==> config.mk <==
export PLATFORM = sky130hd
export DESIGN_NAME = dequant_zigzag_flat
export DESIGN_NICKNAME = d
export VERILOG_FILES = /design/src/rtl/dequant_zigzag_if.sv /design/src/rtl/dequant_zigzag.sv /design/src/flat_wrapper.sv
export SDC_FILE = /design/constraint.sdc
export NUM_CORES = 1
export LEC_CHECK = 0
export ABC_AREA = 1
export CAP_MARGIN = 15
export CORE_UTILIZATION = 50
export DETAILED_ROUTE_END_ITERATION = 10
export GPL_TIMING_DRIVEN = 0
export MAX_ROUTING_LAYER = met4
export PLACE_DENSITY = 0.66
export SLEW_MARGIN = 20
export SYNTH_ARGS = -nofsm -noshare
export SYNTH_HDL_FRONTEND = slang
export SYNTH_SLANG_ARGS = --single-unit
export TNS_END_PERCENT = 1
==> constraint.sdc <==
create_clock -name clk -period 5.98 [get_ports clk]
set_input_delay 1.196 -clock clk [delete_from_list [all_inputs] [get_ports clk]]
set_output_delay 1.196 -clock clk [all_outputs]
set_load 0.05 [all_outputs]
==> src/rtl/dequant_zigzag_if.sv <==
// Stream, quant-table and IDCT-side signals of the dequant_zigzag block.
// The master side is the block's environment, and the slave side is the block itself.
interface dequant_zigzag_if #(
    parameter int QC_W  = 12,
    parameter int Q_W   = 8,
    parameter int OUT_W = 16
) ();
    logic                    qt_we;
    logic [5:0]              qt_addr;
    logic [Q_W-1:0]          qt_data;
    logic                    coef_valid;
    logic                    coef_ready;
    logic signed [QC_W-1:0]  coef_data;
    logic                    coef_eob;
    logic                    idct_we;
    logic [5:0]              idct_addr;
    logic signed [OUT_W-1:0] idct_data;
    logic                    idct_start;
    logic                    idct_done;
    logic                    busy;

    modport master (
        output qt_we, qt_addr, qt_data, coef_valid, coef_data, coef_eob, idct_done,
        input  coef_ready, idct_we, idct_addr, idct_data, idct_start, busy
    );

    modport slave (
        input  qt_we, qt_addr, qt_data, coef_valid, coef_data, coef_eob, idct_done,
        output coef_ready, idct_we, idct_addr, idct_data, idct_start, busy
    );
endinterface

==> src/rtl/dequant_zigzag.sv <==
// Dequantises one zigzag-ordered 8x8 coefficient block into the idct8x8 input RAM.
// It zero-fills the block after an early EOB, pulses start, and then waits for done.
module dequant_zigzag #(
    parameter int QC_W  = 12,
    parameter int Q_W   = 8,
    parameter int OUT_W = 16
) (
    input  logic            clk,
    input  logic            rst,
    dequant_zigzag_if.slave bus
);
    localparam int P_W = QC_W + Q_W + 1;

    typedef enum logic [1:0] {S_ACCEPT, S_FILL, S_START, S_WAIT} state_t;

    localparam logic [5:0] ZZ [64] = '{
        6'd0,  6'd1,  6'd8,  6'd16, 6'd9,  6'd2,  6'd3,  6'd10,
        6'd17, 6'd24, 6'd32, 6'd25, 6'd18, 6'd11, 6'd4,  6'd5,
        6'd12, 6'd19, 6'd26, 6'd33, 6'd40, 6'd48, 6'd41, 6'd34,
        6'd27, 6'd20, 6'd13, 6'd6,  6'd7,  6'd14, 6'd21, 6'd28,
        6'd35, 6'd42, 6'd49, 6'd56, 6'd57, 6'd50, 6'd43, 6'd36,
        6'd29, 6'd22, 6'd15, 6'd23, 6'd30, 6'd37, 6'd44, 6'd51,
        6'd58, 6'd59, 6'd52, 6'd45, 6'd38, 6'd31, 6'd39, 6'd46,
        6'd53, 6'd60, 6'd61, 6'd54, 6'd47, 6'd55, 6'd62, 6'd63
    };

    state_t                  r_state;
    state_t                  w_state_nxt;
    logic [5:0]              r_k;
    logic [5:0]              w_k_nxt;
    logic                    r_busy;
    logic                    w_busy_nxt;
    logic [Q_W-1:0]          r_qt [64];

    logic                    w_ready;
    logic                    w_acc;
    logic                    w_qt_wr;
    logic signed [P_W-1:0]   w_a;
    logic signed [P_W-1:0]   w_b;
    logic signed [P_W-1:0]   w_prod;
    logic [P_W-OUT_W:0]      w_hi;
    logic signed [OUT_W-1:0] w_sat;

    logic                    w_we;
    logic [5:0]              w_addr;
    logic signed [OUT_W-1:0] w_data;
    logic                    w_start;
    logic                    r_we;
    logic [5:0]              r_addr;
    logic signed [OUT_W-1:0] r_data;
    logic                    r_start;

    assign w_ready = (r_state == S_ACCEPT) && !rst;
    assign w_acc   = w_ready && bus.coef_valid;
    assign w_qt_wr = bus.qt_we && !rst && !r_busy && (r_state == S_ACCEPT);

    // The product fits in P_W bits. It saturates when the bits above the output sign bit
    // are not all copies of that sign bit.
    always_comb begin
        w_a    = P_W'(bus.coef_data);
        w_b    = P_W'(r_qt[r_k]);
        w_prod = w_a * w_b;
        w_hi   = w_prod[P_W-1:OUT_W-1];
        if (w_hi == '0 || w_hi == '1)
            w_sat = w_prod[OUT_W-1:0];
        else if (w_prod[P_W-1])
            w_sat = {1'b1, {(OUT_W-1){1'b0}}};
        else
            w_sat = {1'b0, {(OUT_W-1){1'b1}}};
    end

    always_ff @(posedge clk) begin
        if (rst) begin
            r_state <= S_ACCEPT;
            r_k     <= '0;
            r_busy  <= 1'b0;
            r_we    <= 1'b0;
            r_addr  <= '0;
            r_data  <= '0;
            r_start <= 1'b0;
        end else begin
            r_state <= w_state_nxt;
            r_k     <= w_k_nxt;
            r_busy  <= w_busy_nxt;
            r_we    <= w_we;
            r_addr  <= w_addr;
            r_data  <= w_data;
            r_start <= w_start;
        end
    end

    // The table keeps its contents across rst.
    always_ff @(posedge clk) begin
        if (w_qt_wr)
            r_qt[bus.qt_addr] <= bus.qt_data;
    end

    always_comb begin
        w_state_nxt = r_state;
        w_k_nxt     = r_k;
        w_busy_nxt  = r_busy;
        case (r_state)
            S_ACCEPT: begin
                if (w_acc) begin
                    w_k_nxt    = r_k + 6'd1;
                    w_busy_nxt = 1'b1;
                    if (r_k == 6'd63)
                        w_state_nxt = S_START;
                    else if (bus.coef_eob)
                        w_state_nxt = S_FILL;
                end
            end
            S_FILL: begin
                w_k_nxt = r_k + 6'd1;
                if (r_k == 6'd63)
                    w_state_nxt = S_START;
            end
            S_START: w_state_nxt = S_WAIT;
            S_WAIT: begin
                if (bus.idct_done) begin
                    w_state_nxt = S_ACCEPT;
                    w_k_nxt     = '0;
                    w_busy_nxt  = 1'b0;
                end
            end
            default: w_state_nxt = S_ACCEPT;
        endcase
    end

    always_comb begin
        w_we    = 1'b0;
        w_addr  = ZZ[r_k];
        w_data  = '0;
        w_start = 1'b0;
        case (r_state)
            S_ACCEPT: begin
                w_we   = w_acc;
                w_data = w_acc ? w_sat : '0;
            end
            S_FILL:  w_we    = 1'b1;
            S_START: w_start = 1'b1;
            default: w_we    = 1'b0;
        endcase
        if (!w_we)
            w_addr = r_addr;
    end

    assign bus.coef_ready = w_ready;
    assign bus.idct_we    = r_we;
    assign bus.idct_addr  = r_addr;
    assign bus.idct_data  = r_data;
    assign bus.idct_start = r_start;
    assign bus.busy       = r_busy;
endmodule

==> src/flat_wrapper.sv <==
// flat-port wrapper written by rule: the top's interface ports become plain ports
module dequant_zigzag_flat 
#(
    parameter int QC_W  = 12,
    parameter int Q_W   = 8,
    parameter int OUT_W = 16
)
  (clk, rst, bus_qt_we, bus_qt_addr, bus_qt_data, bus_coef_valid, bus_coef_data, bus_coef_eob, bus_idct_done, bus_coef_ready, bus_idct_we, bus_idct_addr, bus_idct_data, bus_idct_start, bus_busy);
  dequant_zigzag_if #(.QC_W(QC_W), .Q_W(Q_W), .OUT_W(OUT_W)) bus_i ();
  input  logic clk;
  input  logic rst;
  input wire logic [$bits(bus_i.qt_we)-1:0] bus_qt_we;
  input wire logic [$bits(bus_i.qt_addr)-1:0] bus_qt_addr;
  input wire logic [$bits(bus_i.qt_data)-1:0] bus_qt_data;
  input wire logic [$bits(bus_i.coef_valid)-1:0] bus_coef_valid;
  input wire logic [$bits(bus_i.coef_data)-1:0] bus_coef_data;
  input wire logic [$bits(bus_i.coef_eob)-1:0] bus_coef_eob;
  input wire logic [$bits(bus_i.idct_done)-1:0] bus_idct_done;
  output wire logic [$bits(bus_i.coef_ready)-1:0] bus_coef_ready;
  output wire logic [$bits(bus_i.idct_we)-1:0] bus_idct_we;
  output wire logic [$bits(bus_i.idct_addr)-1:0] bus_idct_addr;
  output wire logic [$bits(bus_i.idct_data)-1:0] bus_idct_data;
  output wire logic [$bits(bus_i.idct_start)-1:0] bus_idct_start;
  output wire logic [$bits(bus_i.busy)-1:0] bus_busy;
  assign bus_i.qt_we = bus_qt_we;
  assign bus_i.qt_addr = bus_qt_addr;
  assign bus_i.qt_data = bus_qt_data;
  assign bus_i.coef_valid = bus_coef_valid;
  assign bus_i.coef_data = bus_coef_data;
  assign bus_i.coef_eob = bus_coef_eob;
  assign bus_i.idct_done = bus_idct_done;
  assign bus_coef_ready = bus_i.coef_ready;
  assign bus_idct_we = bus_i.idct_we;
  assign bus_idct_addr = bus_i.idct_addr;
  assign bus_idct_data = bus_i.idct_data;
  assign bus_idct_start = bus_i.idct_start;
  assign bus_busy = bus_i.busy;
  dequant_zigzag #(.QC_W(QC_W), .Q_W(Q_W), .OUT_W(OUT_W)) u_core (.clk(clk), .rst(rst), .bus(bus_i));
endmodule
==> impl_results.rst <==
.. list-table::
   :header-rows: 1

   * - Metric
     - Value
   * - Number of global-route vias before repair
     - ~19000
   * - Clock sinks
     - ~550
   * - Global-route wire length before repair
     - ~140 mm
   * - DP HPWL
     - around 64 mm
   * - Layout cells sized above 1
     - 0.177
   * - Vias
     - roughly 21000
   * - Seq cells post-synth
     - around 550
   * - CTS buffer count
     - 57
   * - Maximum clock frequency
     - ~160 MHz
   * - Reg-to-Reg End
     - u_core.bus.idct_data[13]
   * - Vias per cell
     - 6.17
   * - Cell type of the slowest stage on the worst timing path
     - sky130_fd_sc_hd__fa_2
   * - Count of routing violations after the opening detailed-route iteration
     - about 2900
   * - Slew at the pin with the worst max-slew slack
     - between 1 and 1.5 ns
   * - Final number of hold-violating endpoints
     - 0
   * - Post-Syn Area per Cell
     - about 11 sq um
   * - Element type at the critical path end
     - register
   * - # setup viols final
     - 15
   * - Worst endpoint data arrival time
     - 6.61 ns
   * - Number of enable-type register cells in the synthesized netlist
     - approximately 510
   * - Skew final
     - about 0.031 ns
   * - Post-route antenna net violation count
     - 0
   * - Mapped Nets
     - about 2600
   * - Synthesized-area fraction occupied by xor and xnor cells
     - 0.00461
   * - Count of distinct cell types in the synthesized netlist
     - 43
   * - Synth Area in Compound Gates
     - 0.117
   * - Cell count of the worst reg-to-reg path
     - 32
   * - Routability congestion estimate from global placement
     - just over 1
   * - Largest net degree at the start of global routing
     - between 60 and 70
   * - Y dimension of the die
     - around 230 um
   * - Clk Latency, worst-skew pair
     - roughly 0.64 ns
   * - Post-synthesis adder-cell area fraction
     - 0.0880
   * - Clock-pin slew reported for the worst setup and hold paths after clock tree synthesis
     - 0.06 ns
   * - Effective utilization at floorplan
     - 0.506
   * - PortBufs
     - 57
   * - Combinational family with the most area after synthesis
     - simple AND/OR/NAND/NOR gates
   * - Relative max-transition margin
     - 0.170
   * - Cell accounting for the most synthesized area
     - sky130_fd_sc_hd__edfxtp_1
   * - Placement row count
     - 84
   * - Max-capacitance violation count
     - 0
   * - Post-synth design cell area
     - approximately 0.027 sq mm
   * - Type of the setup path with the least slack
     - register to register
   * - Layout Area Growth over Synthesis
     - 21.4%
   * - Hold Path Class
     - register to register
   * - DIE WIDTH
     - 233 um
   * - Clock tree from TritonCTS
     - built
   * - Outcome
     - finished, violations left
   * - Remaining global-route overflow
     - 0
   * - Unrepaired setup endpoints after global routing
     - yes
   * - Final Cycle Share
     - 1.03
   * - H-tree level count
     - 2
   * - Least setup slack across all paths after layout
     - -0.152 ns
   * - DRC viols
     - 0
   * - Worst path most repeated cell
     - sky130_fd_sc_hd__nand2_1
   * - Number of warnings reported in the yosys synthesis log
     - 0
   * - Register-to-Register Setup Slack
     - -0.15 ns
   * - Antenna violations before repair
     - 4
   * - Most used flip-flop cell after synthesis
     - sky130_fd_sc_hd__edfxtp_1
   * - Hold buffer count at cts
     - 0
   * - GRT Resource Usage Total
     - 0.376
   * - Proportion of synthesized area in mux cells
     - 0
   * - Floorplan die area
     - 0.0541 sq mm
   * - End-of-flow core utilization
     - 0.614
   * - Sequential share of the synthesized area
     - 0.608
   * - Post-synthesis instance total
     - around 2500
   * - Maximum clock insertion buffer count
     - 3
   * - Post-detailed-routing wire length
     - slightly below 100 mm
   * - Proportion of synthesized flip-flops having asynchronous set or reset
     - 0
   * - Root Buffer
     - sky130_fd_sc_hd__clkbuf_16
   * - Crit path to
     - u_core.bus.idct_data[13]
   * - Number of top-level pins
     - 58
   * - Largest cells by area after synthesis
     - sky130_fd_sc_hd__edfxtp_1 (58%), sky130_fd_sc_hd__fa_1 (5.9%), sky130_fd_sc_hd__nor2_1 (5.1%)
   * - Final slew viol count
     - 0
   * - Final nets
     - between 2000 and 3000
   * - Largest fanout on the critical path
     - 10
   * - Min cycle time layout
     - between 6 and 7 ns
   * - Post-synthesis share of cell area spent on and, or, nand and nor gates
     - 0.126
   * - Violations in the final reports
     - setup timing
   * - Area of the placeable core
     - 0.0526 sq mm
   * - Length of the first detailed-routing pass in iterations
     - 6
   * - Wire per inst
     - roughly 30 um
   * - Layout fillers
     - around 4200
   * - Longest individual stage delay on the worst path
     - a little under 0.6 ns
   * - Share of the synthesized area in the top cell type
     - 0.579
   * - Crit start category
     - register
   * - Required time worst endpoint
     - about 6.5 ns
[flip-flops by register name (all words and copies together), names as in the netlist, named ones only]
signal,cells
u_core.bus.idct_data,16
u_core.r_qt,512
u_core.bus.busy,1
u_core.r_state,2
u_core.bus.idct_addr,6
u_core.r_k,6
u_core.bus.idct_we,1
u_core.bus.idct_start,1
[worst max-delay path: cells and delay by family (launching register included)]
kind                       cells  cell delay (ns)
and+or+nand+nor               12             1.14
AOI/OAI and AO/OA              6             0.92
adders and majority gates      5             2.39
buffers and inverters          9             0.99
DFF                            1             0.52
[per-stage QoR]
stage / hold slack (ns) / worst slack, ns / TNS [ns] / cells / cell area (sq um)
finish: 0.495 / -0.152 / -1.76 / 3374 / 32300
global route: 0.519 / -0.384 / -5.36 / 3372 / 32300
CTS: 0.484 / -0.0274 / -0.133 / 3351 / 31900
detailed placement: 0.475 / -1.21 / -17.73 / 3198 / 28100
global placement: 0.456 / -1.21 / -17.83 / 3195 / 28000
floorplan: 0.522 / 0.566 / 0 / 2450 / 26600
[synth_stat cells, types with 10 or more instances]
master and instances:
sky130_fd_sc_hd__a21oi_2 18, sky130_fd_sc_hd__nor2_1 358, sky130_fd_sc_hd__clkbuf_1 37, sky130_fd_sc_hd__nand2_1 349
sky130_fd_sc_hd__a21oi_1 95, sky130_fd_sc_hd__nor3_1 13, sky130_fd_sc_hd__nand3_1 79, sky130_fd_sc_hd__o22ai_1 116
sky130_fd_sc_hd__inv_1 209, sky130_fd_sc_hd__buf_4 11, sky130_fd_sc_hd__edfxtp_1 512, sky130_fd_sc_hd__dfxtp_1 39
sky130_fd_sc_hd__fa_1 78, sky130_fd_sc_hd__o21ai_0 193, sky130_fd_sc_hd__nand2_2 13, sky130_fd_sc_hd__buf_2 61
sky130_fd_sc_hd__buf_6 10, sky130_fd_sc_hd__o21ai_1 126, sky130_fd_sc_hd__ha_1 62
[cells in the final DEF (no fill, tap or decap), types with 17 or more instances in the layout]
master	n
sky130_fd_sc_hd__ha_1	49
sky130_fd_sc_hd__nand2_1	316
sky130_fd_sc_hd__o21ai_1	121
sky130_fd_sc_hd__nor2_1	338
sky130_fd_sc_hd__clkbuf_1	28
sky130_fd_sc_hd__inv_2	17
sky130_fd_sc_hd__buf_12	34
sky130_fd_sc_hd__dfxtp_1	36
sky130_fd_sc_hd__nand3_1	71
sky130_fd_sc_hd__o21ai_0	180
sky130_fd_sc_hd__a21oi_2	36
sky130_fd_sc_hd__clkbuf_16	59
sky130_fd_sc_hd__inv_1	199
sky130_fd_sc_hd__o22ai_1	93
sky130_fd_sc_hd__edfxtp_1	512
sky130_fd_sc_hd__o22ai_2	23
sky130_fd_sc_hd__nand2_2	35
sky130_fd_sc_hd__a21oi_1	76
sky130_fd_sc_hd__clkdlybuf4s50_1	49
sky130_fd_sc_hd__buf_4	71
sky130_fd_sc_hd__o21ai_2	17
sky130_fd_sc_hd__nor2_2	19
sky130_fd_sc_hd__fa_1	72
sky130_fd_sc_hd__buf_6	29
[metal layers]
metal / vias up / part of all wire / global-route usage
met5: - / 0 / -
met4: 0 / 0.055 / 0.186
met3: 262 / 0.12 / 0.0816
met2: 1440 / 0.45 / 0.560
met1: 10200 / 0.38 / 0.488
li1: 8896 / - / -
[logic make-up (layout without fill, tap and decap cells)]
family / count (synthesis) / in the layout
DFF: 551 / 551
and+or+nand+nor: 833 / 834
xor gates and xnor gates: 14 / 14
AOI/OAI and AO/OA: 569 / 569
other: 0 / 2
buffers and inverters: 343 / 576
adders and majority gates: 140 / 140
[layout make-up]
cell class,instances,area (sq um),share of cell area
timing repair buffer,129,1310,0.0405
tap,688,861,0.0267
clock buffer,78,1610,0.0498
antenna,2,5.00,0.000155
buffer,123,1480,0.0459
clock inverter,28,279,0.00865
sequential,551,16200,0.501
multi-input combinational,1557,9730,0.302
inverter,218,823,0.0255
[how the worst min path moves through the flow]
stage / slack (ns) / end / start / cells after the start
floorplan: 0.52 / u_core.r_state[1] / u_core.r_state[1] / 1
global placement: 0.46 / u_core.bus.idct_addr[2] / u_core.bus.idct_addr[2] / 2
detailed placement: 0.48 / u_core.bus.idct_addr[2] / u_core.bus.idct_addr[2] / 2
CTS: 0.48 / u_core.bus.idct_addr[2] / u_core.bus.idct_addr[2] / 2
global route: 0.52 / u_core.bus.idct_addr[2] / u_core.bus.idct_addr[2] / 2
finish: 0.50 / u_core.bus.idct_addr[2] / u_core.bus.idct_addr[2] / 2
[repair_timing]
action / CTS / global route
cloned: 8 / 0
setup endpoints to repair: 16 / 16
gates resized for setup: 380 / 67
pin swaps: 55 / 51
setup buffers: 40 / 22
Power is not shown: default switching activity piles up to over one toggle a cycle in this logic, so the estimate is an artifact.
==> patch 1 (same flow settings) <==
`Q_W` is set to 8 in 3 places; all go to 10.
--- a/src/rtl/dequant_zigzag_if.sv
+++ b/src/rtl/dequant_zigzag_if.sv
@@ -2,7 +2,7 @@
 // The master side is the block's environment, and the slave side is the block itself.
 interface dequant_zigzag_if #(
     parameter int QC_W  = 12,
-    parameter int Q_W   = 8,
+    parameter int Q_W   = 10,
     parameter int OUT_W = 16
 ) ();
     logic                    qt_we;
--- a/src/rtl/dequant_zigzag.sv
+++ b/src/rtl/dequant_zigzag.sv
@@ -2,7 +2,7 @@
 // It zero-fills the block after an early EOB, pulses start, and then waits for done.
 module dequant_zigzag #(
     parameter int QC_W  = 12,
-    parameter int Q_W   = 8,
+    parameter int Q_W   = 10,
     parameter int OUT_W = 16
 ) (
     input  logic            clk,
--- a/src/flat_wrapper.sv
+++ b/src/flat_wrapper.sv
@@ -2,7 +2,7 @@
 module dequant_zigzag_flat 
 #(
     parameter int QC_W  = 12,
-    parameter int Q_W   = 8,
+    parameter int Q_W   = 10,
     parameter int OUT_W = 16
 )
   (clk, rst, bus_qt_we, bus_qt_addr, bus_qt_data, bus_coef_valid, bus_coef_data, bus_coef_eob, bus_idct_done, bus_coef_ready, bus_idct_we, bus_idct_addr, bus_idct_data, bus_idct_start, bus_busy);
Ports: changed (resized bus_qt_data); port bits go from 58 to 60. The function was not compared with the original's and may differ.
==> patch 1 against the original RTL <==
The flow still finishes with violations (setup timing); setup slack lost 0.88 ns; count of clock-buffer cells in the layout grew 9; cell area grew 23%; sequential cell count grew 128; clock skew grew 0.0036 ns; via count grew 22%; synthesized area grew 24%; synthesized cell count grew 22%; routed wire length grew 18%; fmax shrank 13%; critical path depth grew 2; critical path type unchanged.
Power is not shown: default switching activity piles up to over one toggle a cycle in this logic, so the estimate is an artifact.
==> patch 1: results (changes against the original RTL) <==
Failing checks: setup timing
Slew margin rel.: 33.1% (+16 points)
Met1 WL: 43.1 mm (+15%)
Met1 Usage GRT: 45.5% (-3.3 points)
TritonCTS Buffers: 72 (+26%)
Worst path max stage delay: 0.52 ns (-0.06 ns)
All-layer global routing usage: 35.6% (-2.0 points)
Final setup vio count: 16 (+1)
Place WS: -1.93 ns (-0.717 ns)
Sequential area share after synthesis: 60.7% (-0.13 points)
Worst Hold Launch: u_core.bus.busy$_SDFFE_PP0P_
Post-Place Cells: 3943 (+23%)
First-pass GRT wire length: 165 mm (+20%)
Synth top area cells: edfxtp_1 (58%), fa_1 (6.9%), nor2_1 (6.2%)
Share of layout cells above drive strength 1: 17.6% (-0.052 points)
Final net count: 3433 (+22%)
Post-synth EDFFs: 640 (+25%)
Adder-cell share of the synthesized area: 9.63% (+0.84 points)
DR vias/cell: 6.16 (about the same)
GP Congestion: 1.00 (-0.18%)
GRT met2 Usage: 56.0% (-0.058 points)
Clock skew: 0.0348 ns (+0.00362 ns)
Synth top cells by count: edfxtp_1 (640), nor2_1 (547), o21ai_0 (381)
Number of global-route vias before repair: 24.5k (+26%)
Hold WS: 0.510 ns (+0.0151 ns)
Library cells used by synthesis: 47 (+9.3%)
Met2 wire length: 53.7 mm (+22%)
DRT iter0 DRCs: 3744 (+29%)
Initial antenna violation count: 1 (-3)
Xor-xnor portion of the synthesized cell area: 0.319% (-0.14 points)
Largest net degree at the start of global routing: 65 (unchanged)
Max reg flops: 640 (+25%)
CP delay by family, top: simple AND/OR/NAND/NOR gates
Met3 Use GR: 6.31% (-1.9 points)
Status: finished, violations left
IO Port Bufs: 55 (-3.5%)
Synthesized net count: 3217 (+23%)
Met3 WL: 13.1 mm (+11%)
Complex-gate fraction of the synthesized area: 11.5% (-0.20 points)
Dpl hpwl: 80.6 mm (+25%)
Setup WS post-layout: -1.03 ns (-0.878 ns)
CP arrival: 7.54 ns (+0.93 ns)
# H-tree levels: 3 (+1)
Vias: 25.4k (+22%)
DP Area: 0.0353 sq mm (+26%)
Total Neg Setup Slack: -15.45 ns (-13.70 ns)
WL final: 116 mm (+18%)
patch 1: what timing repair did:
item / 4_1_cts / 5_1_grt
setup buffers: 26 / 17
gates cloned: 4 / 5
gates resized for setup: 376 / 82
pin swaps: 79 / 70
hold buffers: 0 / 0
endpoints found under the setup margin: 16 / 16
patch 1: area by class of cell:
cell class / instances / area, sq um
inverter: 297 / 1140
clock buffer: 87 / 1890
antenna: 1 / 2.50
sequential: 679 / 20000
timing repair buffer: 143 / 1640
fill: 5095 / 25100
multi-input combinational: 1865 / 12000
tap: 855 / 1070
buffer: 155 / 1590
clock inverter: 44 / 434
patch 1: worst paths after layout:
check / end / cells after the start
setup / recovery: u_core.bus.idct_data[10]$_SDFF_PP0_ / 34
hold / removal: u_core.bus.busy$_SDFFE_PP0P_ / 2
setup reg to reg: u_core.bus.idct_data[10]$_SDFF_PP0_ / 34
hold reg to reg: u_core.bus.busy$_SDFFE_PP0P_ / 2
==> patch 2 (same flow settings) <==
Without the edit above. Reset style: asynchronous (`rst`), changed in one clocked block.
--- a/src/rtl/dequant_zigzag.sv
+++ b/src/rtl/dequant_zigzag.sv
@@ -69,7 +69,7 @@
             w_sat = {1'b0, {(OUT_W-1){1'b1}}};
     end
 
-    always_ff @(posedge clk) begin
+    always_ff @(posedge clk or posedge rst) begin
         if (rst) begin
             r_state <= S_ACCEPT;
             r_k     <= '0;
Behaviour: not the same (a bounded check fails within 4 cycles, from zero or initial values and one cycle with rst high; the reset may be asserted at any time).
==> patch 2 against the original RTL <==
The flow still finishes with violations (setup timing); cell count fell by 0.98%; cell area fell by 0.59%; sequential cell count fell by 6; setup slack got worse by 0.12 ns; routed wire length fell by 3.9%; critical endpoint is now u_core.bus.idct_data[9]$_DFF_PP0_; critical path depth rose by 4; synthesized area fell by 1.0%.
Power is not shown: default switching activity piles up to over one toggle a cycle in this logic, so the estimate is an artifact.
==> patch 2: results (changes against the original RTL) <==
Vias: 20.8k (-0.15%)
Non-filler cells, final: 3341 (-0.98%)
Status: finished, violations left
WHS Endpoint: u_core.bus.idct_addr[4]$_DFFE_PP0P_
Worst path max stage delay: 0.54 ns (-0.04 ns)
Worst Hold Launch: u_core.bus.idct_addr[4]$_DFFE_PP0P_
Synth top cells by count: edfxtp_1 (512), nand2_1 (483), nor2_1 (316)
Xor-xnor portion of the synthesized cell area: 0.366% (-0.095 points)
Met3 WL: 13.9 mm (+18%)
Placeable Area: 0.0516 sq mm (-1.8%)
Failing checks: setup timing
Place WS: -1.68 ns (-0.465 ns)
Reg2reg end: u_core.bus.idct_data[9]$_DFF_PP0_
Reg area: 0.0162 sq mm (+0.25%)
Setup WS post-layout: -0.276 ns (-0.124 ns)
Final net count: 2784 (-0.89%)
Met3 Use GR: 10.9% (+2.7 points)
Final setup vio count: 15 (unchanged)
Buffering overhead: 8.62% (-0.023 points)
WL final: 94.5 mm (-3.9%)
CP arrival: 6.81 ns (+0.20 ns)
Share of layout cells above drive strength 1: 18.7% (+1.0 points)
Worst Max-Slew Pin Slew: 1.28 ns (+0.0353 ns)
GRT met2 Usage: 50.7% (-5.4 points)
Non-Clock Buffer Count: 255 (+1.2%)
IO Port Bufs: 56 (-1.8%)
Sequential share of cell area: 50.5% (+0.43 points)
Number of global-route vias before repair: 19.3k (-0.91%)
Met1 Usage GRT: 48.0% (-0.80 points)
Clock buffers: 68 (-13%)
## patch 2: changes by cell type in the layout (fill, tap and decap cells not counted), moves of 23 or more
cell / before / now
nand2_1: 316 / 417
o21ai_1: 121 / 20
o22ai_1: 93 / 8
nor2_1: 338 / 274
o21ai_0: 180 / 120
o211ai_1: 5 / 56
nand4_1: 5 / 42
dfxtp_1: 36 / 0
inv_1: 199 / 232
dfrtp_1: 0 / 31
nand3_1: 71 / 101
a21oi_2: 36 / 10
o22ai_2: 23 / 0
## patch 2: what timing repair did
action                                  in CTS  in global routing
gates resized for setup                    362                160
pin swaps                                   64                 91
setup buffers                               52                 30
cloned                                       5                  4
endpoints found under the setup margin      16                 16
## patch 2: logic make-up after synthesis
family	after synthesis
buffers and inverters	362
DFF	545
and+or+nand+nor	995
adders and majority gates	140
AOI/OAI and AO/OA	352
xor gates and xnor gates	11
